### src/rtl/uart_pkg.sv
// Shared definitions for the UART frame capture unit: parity modes, FSM
// state encoding and parameter legality helpers.
package uart_pkg;

    localparam int PARITY_NONE = 0;
    localparam int PARITY_EVEN = 1;
    localparam int PARITY_ODD  = 2;

    typedef enum logic [2:0] {
        ST_IDLE,
        ST_START,
        ST_DATA,
        ST_PARITY,
        ST_STOP
    } uart_state_t;

    function automatic bit stop_bits_legal(input int n);
        return (n == 1) || (n == 2);
    endfunction

endpackage

### src/rtl/capture_fifo.sv
// Synchronous first-word-fall-through FIFO: the head word is always on rd_data
// while !empty, and rd_data reads 0 whenever the FIFO is empty.
module capture_fifo #(
    parameter int WIDTH = 10,
    parameter int DEPTH = 16
) (
    input  logic                       clk,
    input  logic                       rst,
    input  logic                       push,
    input  logic [WIDTH-1:0]           wr_data,
    input  logic                       pop,
    output logic [WIDTH-1:0]           rd_data,
    output logic                       full,
    output logic                       empty,
    output logic [$clog2(DEPTH):0]     level,
    output logic                       drop
);

    localparam int AW = $clog2(DEPTH);
    localparam logic [AW:0] FULL_CNT = (AW + 1)'(DEPTH);

    logic [WIDTH-1:0] mem [DEPTH];
    logic [AW-1:0]    wr_ptr;
    logic [AW-1:0]    rd_ptr;
    logic [AW:0]      cnt;
    logic             pop_ok;
    logic             push_ok;

    // Handshake: pop is honoured only while !empty; push is honoured unless the
    // FIFO is full with no simultaneous pop, in which case the word is dropped.
    assign empty   = (cnt == '0);
    assign full    = (cnt == FULL_CNT);
    assign level   = cnt;
    assign pop_ok  = pop && !empty;
    assign push_ok = push && (!full || pop_ok);
    assign drop    = push && !push_ok;
    assign rd_data = empty ? '0 : mem[rd_ptr];

    always_ff @(posedge clk) begin
        if (push_ok) begin
            mem[wr_ptr] <= wr_data;
        end
    end

    always_ff @(posedge clk) begin
        if (rst) begin
            wr_ptr <= '0;
            rd_ptr <= '0;
            cnt    <= '0;
        end else begin
            if (push_ok) begin
                wr_ptr <= wr_ptr + 1'b1;
            end
            if (pop_ok) begin
                rd_ptr <= rd_ptr + 1'b1;
            end
            case ({push_ok, pop_ok})
                2'b10:   cnt <= cnt + 1'b1;
                2'b01:   cnt <= cnt - 1'b1;
                default: cnt <= cnt;
            endcase
        end
    end

endmodule

### src/rtl/uart_frame_capture.sv
// UART deframer: synchronises rxd, samples each bit mid-cell and pushes
// {parity_err, frame_err, data} words into a FWFT FIFO.
module uart_frame_capture
    import uart_pkg::*;
#(
    parameter int CLKS_PER_BIT = 16,
    parameter int DATA_BITS    = 8,
    parameter int PARITY_MODE  = 0,
    parameter int STOP_BITS    = 1,
    parameter int FIFO_DEPTH   = 16
) (
    input  logic                          clk,
    input  logic                          rst,
    input  logic                          rxd,
    input  logic                          en,
    input  logic                          rd_en,
    output logic [DATA_BITS+1:0]          rd_data,
    output logic                          empty,
    output logic                          full,
    output logic [$clog2(FIFO_DEPTH):0]   level,
    output logic                          overrun,
    input  logic                          clr_err,
    output logic [15:0]                   frame_cnt
);

    localparam int BCW = $clog2(CLKS_PER_BIT);
    localparam logic [BCW-1:0] HALF_LAST = BCW'(CLKS_PER_BIT / 2 - 1);
    localparam logic [BCW-1:0] BIT_LAST  = BCW'(CLKS_PER_BIT - 1);
    localparam logic [3:0]     DATA_LAST = 4'(DATA_BITS - 1);
    localparam logic [3:0]     STOP_LAST = 4'(STOP_BITS - 1);

    if (!stop_bits_legal(STOP_BITS)) begin : g_bad_stop_bits
        $error("uart_frame_capture: STOP_BITS must be 1 or 2");
    end
    if (CLKS_PER_BIT < 4 || DATA_BITS < 5 || DATA_BITS > 9 || PARITY_MODE > PARITY_ODD) begin : g_bad_params
        $error("uart_frame_capture: illegal CLKS_PER_BIT, DATA_BITS or PARITY_MODE");
    end

    uart_state_t          state;
    logic                 rx_meta;
    logic                 rxs;
    logic                 rxs_q;
    logic                 fall;
    logic [BCW-1:0]       baud_cnt;
    logic [3:0]           bit_cnt;
    logic [DATA_BITS-1:0] shreg;
    logic                 par_err;
    logic                 frm_err;
    logic                 push;
    logic                 drop;
    logic                 bit_tick;

    always_ff @(posedge clk) begin
        if (rst) begin
            rx_meta <= 1'b1;
            rxs     <= 1'b1;
            rxs_q   <= 1'b1;
        end else begin
            rx_meta <= rxd;
            rxs     <= rx_meta;
            rxs_q   <= rxs;
        end
    end

    assign fall     = rxs_q && !rxs;
    assign bit_tick = (baud_cnt == BIT_LAST);

    always_ff @(posedge clk) begin
        if (rst) begin
            state    <= ST_IDLE;
            baud_cnt <= '0;
            bit_cnt  <= '0;
            shreg    <= '0;
            par_err  <= 1'b0;
            frm_err  <= 1'b0;
            push     <= 1'b0;
        end else begin
            push <= 1'b0;
            case (state)
                ST_IDLE: begin
                    if (en && fall) begin
                        state    <= ST_START;
                        baud_cnt <= '0;
                    end
                end
                // Half-bit wait lands every later sample in the middle of its cell.
                ST_START: begin
                    if (baud_cnt == HALF_LAST) begin
                        baud_cnt <= '0;
                        bit_cnt  <= '0;
                        par_err  <= 1'b0;
                        frm_err  <= 1'b0;
                        state    <= rxs ? ST_IDLE : ST_DATA;
                    end else begin
                        baud_cnt <= baud_cnt + 1'b1;
                    end
                end
                ST_DATA: begin
                    if (bit_tick) begin
                        baud_cnt <= '0;
                        shreg    <= {rxs, shreg[DATA_BITS-1:1]};
                        if (bit_cnt == DATA_LAST) begin
                            bit_cnt <= '0;
                            state   <= (PARITY_MODE != PARITY_NONE) ? ST_PARITY : ST_STOP;
                        end else begin
                            bit_cnt <= bit_cnt + 1'b1;
                        end
                    end else begin
                        baud_cnt <= baud_cnt + 1'b1;
                    end
                end
                ST_PARITY: begin
                    if (bit_tick) begin
                        baud_cnt <= '0;
                        par_err  <= (((^shreg) ^ rxs) != (PARITY_MODE == PARITY_ODD));
                        state    <= ST_STOP;
                    end else begin
                        baud_cnt <= baud_cnt + 1'b1;
                    end
                end
                ST_STOP: begin
                    if (bit_tick) begin
                        baud_cnt <= '0;
                        if (!rxs) begin
                            frm_err <= 1'b1;
                        end
                        if (bit_cnt == STOP_LAST) begin
                            bit_cnt <= '0;
                            state   <= ST_IDLE;
                            push    <= 1'b1;
                        end else begin
                            bit_cnt <= bit_cnt + 1'b1;
                        end
                    end else begin
                        baud_cnt <= baud_cnt + 1'b1;
                    end
                end
                default: state <= ST_IDLE;
            endcase
        end
    end

    // Drop sets overrun even when clr_err is asserted in the same cycle.
    always_ff @(posedge clk) begin
        if (rst) begin
            overrun   <= 1'b0;
            frame_cnt <= '0;
        end else begin
            if (drop) begin
                overrun <= 1'b1;
            end else if (clr_err) begin
                overrun <= 1'b0;
            end
            if (push) begin
                frame_cnt <= frame_cnt + 16'd1;
            end
        end
    end

    capture_fifo #(
        .WIDTH (DATA_BITS + 2),
        .DEPTH (FIFO_DEPTH)
    ) u_fifo (
        .clk     (clk),
        .rst     (rst),
        .push    (push),
        .wr_data ({par_err, frm_err, shreg}),
        .pop     (rd_en),
        .rd_data (rd_data),
        .full    (full),
        .empty   (empty),
        .level   (level),
        .drop    (drop)
    );

endmodule

### config.mk
export PLATFORM = sky130hd
export DESIGN_NAME = uart_frame_capture
export DESIGN_NICKNAME = d
export VERILOG_FILES = /design/src/rtl/uart_pkg.sv /design/src/rtl/capture_fifo.sv /design/src/rtl/uart_frame_capture.sv
export SDC_FILE = /design/constraint.sdc
export NUM_CORES = 1
export LEC_CHECK = 0
export BUFFER_PORTS_ARGS = -buffer_cell sky130_fd_sc_hd__buf_2
export CORE_UTILIZATION = 50
export CTS_CLUSTER_SIZE = 25
export DETAILED_ROUTE_END_ITERATION = 10
export GPL_ROUTABILITY_DRIVEN = 1
export PLACE_DENSITY = 0.64
export SLEW_MARGIN = 20
export SYNTH_ARGS = -nofsm -noshare
export SYNTH_HDL_FRONTEND = slang
export SYNTH_SLANG_ARGS = --single-unit
### constraint.sdc
create_clock -name clk -period 3.2 [get_ports clk]
set_input_delay 0.48 -clock clk [delete_from_list [all_inputs] [get_ports clk]]
set_output_delay 0.48 -clock clk [all_outputs]
set_load 0.02 [all_outputs]
==> results of run 1 <==
Yosys cell counts, drive strengths merged (2+ instances only):
cell      n
edfxtp  160
dfxtp    59
mux4     50
nor2     43
nand2    27
a21oi    23
nand3    19
xnor2    19
and2     17
inv      16
clkbuf   15
nor2b    15
xor2     15
buf      14
ha       12
o21ai    11
nor3      8
or3       7
mux2i     6
nand4     5
a31oi     4
and3      3
nor4      3
or2       3
nand2b    2
nand3b    2
nor3b     2
o211ai    2
or3b      2
layer usage:
| metal | global-route usage, % | vias to the layer above |
|---|---|---|
| met4 | 5.13 | 0 |
| li1 | - | 2323 |
| met2 | 33.3 | 106 |
| met3 | 3.31 | 23 |
| met1 | 25.0 | 2494 |
| met5 | 0 | - |
cells by family after synthesis:
kind of cell             after synthesis
buffers and inverters                 45
XOR/XNOR                              34
adder cells (fa/ha/maj)               12
AO/OA/AOI/OAI                         54
AND/OR/NAND/NOR                      162
multiplexers                          56
flip-flops                           219
where the power goes:
group / leakage [nW] / total, W / switching, W / internal [W]
logic: 1.24 / 0.0000316 / 0.0000213 / 0.0000102
clock network: 0.384 / 0.00279 / 0.00107 / 0.00172
registers: 2.00 / 0.00301 / 0.00000293 / 0.00301
total: 3.62 / 0.00583 / 0.00109 / 0.00474
cell type report:
class                           count  area (sq um)  share of cell area (%)
Sequential cell                   219          5990                    57.6
Clock inverter                     15           210                    2.02
Inverter                           16          60.1                   0.577
Timing Repair Buffer               46           260                    2.50
Multi-Input combinational cell    318          3010                    28.9
Tap cell                          229           287                    2.75
Clock buffer                       26           587                    5.64
sequential cells by signal (all words and copies together) (netlist names), 3 cells and up, named ones only:
register	cells
u_fifo.rd_ptr	4
frame_cnt	16
u_fifo.mem	160
u_fifo.level	5
baud_cnt	4
bit_cnt	4
u_fifo.wr_ptr	4
state	3
shreg	8
through the flow:
stage               cell area (sq um)  hold slack (ps)  total power, W  std cells
global placement                 9590              404         0.00310        828
detailed placement               9590              406         0.00310        828
CTS                             10400              142         0.00587        869
global route                    10400              150         0.00598        869
floorplan                        9210              389         0.00309        582
finish                          10400              155         0.00583        869
worst paths after layout:
| path | from | endpoint | slack [ps] | cells past startpoint |
|---|---|---|---|---|
| setup / recovery | flip-flop | rd_data[2] | 100 | 5 |
| hold / removal | rxd | rx_meta$_SDFF_PP1_ | 160 | 2 |
| setup reg to reg | u_fifo.level[1]$_SDFFE_PP0P_ | u_fifo.level[4]$_SDFFE_PP0P_ | 270 | 11 |
| hold reg to reg | rx_meta$_SDFF_PP1_ | rxs$_SDFF_PP1_ | 420 | 1 |
worst register-to-register path, cell delays in order (launching register included):
cell and delay, ps:
dfxtp_1 410, nor4_4 420, a31oi_2 140, inv_1 120, ha_1 380, xor2_1 190
ha_1 240, a21o_1 140, a22oi_1 80, o221a_2 290, or3_1 310, a21oi_1 140
==> reports/results.tsv, run 1 <==
metric	value	unit
Antenna diodes	0	
antenna violations before repair	0	
Max-Cap Viols	0	
Synth area leader	edfxtp_1	
commonest cells after routing, fill and taps aside	edfxtp_1, dfxtp_1, nor2_1	
CP max stage delay	660	ps
Total Wirelength	17.6	mm
Synth Area in Adders	1.63	%
crit share post-route	96.7	%
fill count	1432	
status	finished, final reports clean	
Die Wd	138	um
total track usage	19.2	%
clk_lat worst skew	500	ps
Num CTS Buffers	23	
top routing layer used	met4	
CTS clock-pin slew for the worst setup and hold paths	60	ps
top-area cell type share of the netlist area	52.2	%
CP max FO	40	
library cells used by synthesis	54	
cts repair resizes	0	
Max Transition Viols Final	0	
CTS H-Tree Depth	1	
prevailing post-synth register cell	edfxtp_1	
met3 WL post-DR	785	um
Fin. Hold Viols	0	
startpoint types	flip-flop	
Placer Congestion	0.775	
Leak Pwr	3.62	nW
post-synthesis sequential area ratio	65.0	%
drt drc	0	
site row count	49	
CTS tree	built	
main combinational cell family by area after synthesis	multiplexers	
compound-gate portion of the synthesized area	3.72	%
num ports	40	
Top delay family on crit path	multiplexers	
slew margin rel.	33.9	%
DRT iter0 DRCs	242	
HPWL after detailed placement	10.8	mm
TNS Setup	0	ps
Synth Register Bits	219	
Netlist Area Pre-Place	9210	sq um
metal2 WL	8.71	mm
Mean Syn Cell Area	15.8	sq um
count of input and output buffers	39	
RSZ-0062 raised after global routing	no	
first-pass GRT wire length	26.9	mm
final setup margin	105	ps
slowest stage cell, crit path	mux4_1	
Initial DRT Pass Iterations	4	
Post-synth EDFFs	160	
number of nets in the layout	642	
post-route ant nets	0	
Hold WC Path Type	in -> reg	
Critical path buffers and inverters	2	
vias in the first global route	4927	
Max rail drop VDD	0.403	mV
DR vias/cell	5.69	
Met1 Routed Length	7.79	mm
Die Height	138	um
Critical Path RT	2720	ps
share of layout cells above drive strength 1	18.8	%
Root Driver	clkbuf_16	
synthesized instance count	582	
crit path kind	reg -> out	
dpl ws	177	ps
min cycle time layout	3100	ps
fin util	57.7	%
Worst EP arrival	2620	ps
Hold-fix buffers, CTS	0	
worst-path cell chain	buf_12, mux4_1, mux4_2, nor2b_4, buf_2	
Setup crit end kind	output pin	
largest net degree at the start of global routing	57	
Post CTS Setup Buffer Count	0	
core area	18000	sq um
DR WL/cell	20.2	um
portion of netlist area occupied by mux cells	14.1	%
largest cells by area after synthesis	edfxtp_1, dfxtp_1, mux4_1, mux4_2, xnor2_1	
Setup Skew	13.6	ps
Setup-failing EPs final	0	
area of the die	19000	sq um
PwrDens	561	nW/um^2
area grow syn2layout	13.0	%
routed vias	4946	
Initial Util	51.1	%
Synthesis Warnings	0	
CTS max path bufs	3	
Max Freq	323	MHz
gr ovfl total	0	
Post-Synth Simple-Gate Area	9.82	%
share of async-settable or async-resettable flops after synthesis	0	%
most common cell after layout, fill and taps aside	edfxtp_1	
worst-margin pin slew	992	ps
Sink Count	219	
XOR/XNOR share of the synthesized area	3.23	%
syn nets	600	
(Power assumes the default switching activity.)
==> run 2: changes to the inputs <==
CELL_PAD_IN_SITES_DETAIL_PLACEMENT = 2   (was unset)
CELL_PAD_IN_SITES_GLOBAL_PLACEMENT = 2   (was unset)
CORE_UTILIZATION = 46   (was 50)
PLACE_DENSITY = 0.77   (was 0.64)
==> reports/results.tsv, run 2 (synthesized netlist as in run 1, its figures left out) <==
metric	value	unit	change
worst-margin pin slew	781	ps	-211 ps
gr ovfl total	0		unchanged
Placer Congestion	0.705		-9.0%
Max Freq	318	MHz	-1.7%
HPWL after detailed placement	15.6	mm	+44%
first-pass GRT wire length	36.4	mm	+36%
Worst setup endpoint	rd_data[1]		
grt met3 use	3.80	%	+0.49 points
Total Wirelength	24.1	mm	+38%
Power Total	0.00603	W	+3.5%
DRT iter0 DRCs	379		+57%
CTS max path bufs	3		unchanged
Setup Skew	16.6	ps	+3.06 ps
Post CTS Setup Buffer Count	0		unchanged
Max rail drop VDD	0.351	mV	-13%
Hold-fix buffers, CTS	0		unchanged
TNS Setup	0	ps	unchanged
CTS H-Tree Depth	1		unchanged
Num CTS Buffers	24		+4.3%
largest net degree at the start of global routing	41		-28%
Largest regs	u_fifo.mem x160, frame_cnt x16, shreg x8		
Clock power frac	49.6	%	+1.7 points
Leak Pwr	3.66	nW	+1.1%
CP max FO	20		-50%
post-route ant nets	0		unchanged
Initial DRT Pass Iterations	4		unchanged
number of flip-flops in the largest register	160		unchanged
status	finished, final reports clean		
Top delay family on crit path	multiplexers		
Placed Instance Area	9660	sq um	+0.68%
Die Wd	143	um	+4.2%
fill count	1804		+26%
PwrDens	573	nW/um^2	+2.2%
combinational share of power	0.6	%	about the same
Setup-failing EPs final	0		unchanged
min cycle time layout	3150	ps	+53.3 ps
Worst path depth	5		unchanged
Critical path buffers and inverters	2		unchanged
drt drc	0		unchanged
number of nets in the layout	645		+0.47%
Fin. Hold Viols	0		unchanged
slew margin rel.	47.8	%	+14 points
worst r2r path cells	10		-1
most common cell after layout, fill and taps aside	edfxtp_1		
crit share post-route	98.4	%	+1.7 points
Max-Cap Viols	0		unchanged
Max Transition Viols Final	0		unchanged
Setup crit end kind	output pin		
routed vias	5169		+4.5%
Root Driver	clkbuf_16		
total track usage	24.5	%	+5.3 points
CTS tree	built		
area grow syn2layout	14.4	%	
area of the die	20600	sq um	+8.6%
Critical Path RT	2720	ps	about the same
slowest stage cell, crit path	mux4_1		
r2r endpoint	u_fifo.level[4]$_SDFFE_PP0P_		
met2 usage in global routing	45.8	%	+13 points
Sink Count	219		unchanged
antenna violations before repair	3		+3
met1 global-route usage	29.6	%	+4.7 points
switching pwr	0.00116	W	+6.2%
num ports	40		unchanged
CP max stage delay	660	ps	about the same
DR WL/cell	26.5	um	+31%
Worst EP arrival	2670	ps	+50 ps
design area	10500	sq um	+1.3%
Die Height	143	um	+4.2%
GR peak layer	met2		
worst-path cell chain	buf_12, mux4_1, mux4_2, nor2b_4, buf_2		
cts repair resizes	0		unchanged
Hold WC Path Type	in -> reg		
startpoint types	flip-flop		
reg-to-reg startpoint	u_fifo.level[1]$_SDFFE_PP0P_		
vias in the first global route	5743		+17%
RSZ-0062 raised after global routing	no		
DR vias/cell	5.67		-0.31%
commonest cells after routing, fill and taps aside	edfxtp_1, dfxtp_1, nor2_1		
core area	19500	sq um	+8.3%
switching share of power	19.2	%	+0.48 points
count of input and output buffers	39		unchanged
share of layout cells above drive strength 1	18.9	%	+0.16 points
Biggest register	u_fifo.mem		
CTS clock-pin slew for the worst setup and hold paths	60	ps	about the same
Int Pwr	0.00488	W	+2.9%
site row count	51		+4.1%
Seq pwr share	49.9	%	-1.7 points
worst reg2reg setup slack	210	ps	-60 ps
Initial Util	47.2	%	-3.9 points
clk_lat worst skew	510	ps	about the same
crit path kind	reg -> out		
==> run 2: changes by cell type in the layout (fill, tap and decap cells not counted), sizes merged <==
cell    previous run  this run
inv               16        17
clkbuf            26        33
diode              0         1
clkinv             9         5
buf               46        47
==> run 2: area by class of cell <==
type	count	area, sq um	share of cell area, %
Clock buffer	32	662	6.28
Clock inverter	12	191	1.82
Timing Repair Buffer	48	305	2.90
Inverter	16	60.1	0.570
Tap cell	265	332	3.15
Multi-Input combinational cell	318	3000	28.4
Sequential cell	219	5990	56.8
Antenna cell	1	2.50	0.0237
==> run 2: worst register-to-register path, delay by kind of cell, from the launching register on <==
| family | cells | cell delay (ps) |
|---|---|---|
| and+or+nand+nor | 2 | 450 |
| adders and majority gates | 2 | 560 |
| AOI/OAI and AO/OA | 5 | 1230 |
| DFF | 1 | 510 |
| xor gates and xnor gates | 1 | 180 |
==> run 2: power groups by stage <==
stage / clock [W] / sequential (W) / combinational [W]
final: 0.00299 / 0.00301 / 0.0000339
after global routing: 0.00314 / 0.00301 / 0.0000377
after global placement: 0 / 0.00307 / 0.0000321
after floorplan: 0 / 0.00307 / 0.0000247
after CTS: 0.00304 / 0.00301 / 0.0000345
after detailed placement: 0 / 0.00307 / 0.0000343
==> run 2: worst min-delay path by stage <==
| stage | startpoint | end | cells after the start |
|---|---|---|---|
| after floorplan | rx_meta$_SDFF_PP1_ | rxs$_SDFF_PP1_ | 1 |
| after global placement | rx_meta$_SDFF_PP1_ | rxs$_SDFF_PP1_ | 1 |
| after detailed placement | rx_meta$_SDFF_PP1_ | rxs$_SDFF_PP1_ | 1 |
| after CTS | rxd | rx_meta$_SDFF_PP1_ | 2 |
| after global routing | rxd | rx_meta$_SDFF_PP1_ | 2 |
| final | rxd | rx_meta$_SDFF_PP1_ | 2 |
==> run 2: metal layers <==
metal / vias to the layer above / wire, um
met3: 34 / 868
li1: 2335 / -
met2: 116 / 13100
met1: 2682 / 9730
met4: 2 / 398
met5: - / 13
==> run 2: metrics by stage <==
| stage | hold WS [ps] | setup WS, ps | instances | utilization, % |
|---|---|---|---|---|
| floorplan | 389 | 191 | 582 | - |
| global placement | 394 | 495 | 865 | 49.5 |
| detailed placement | 404 | 274 | 865 | 49.5 |
| CTS | 132 | 5.27 | 909 | 53.8 |
| global route | 155 | 16.6 | 910 | 54.0 |
| finish | 145 | 51.6 | 911 | 54.0 |
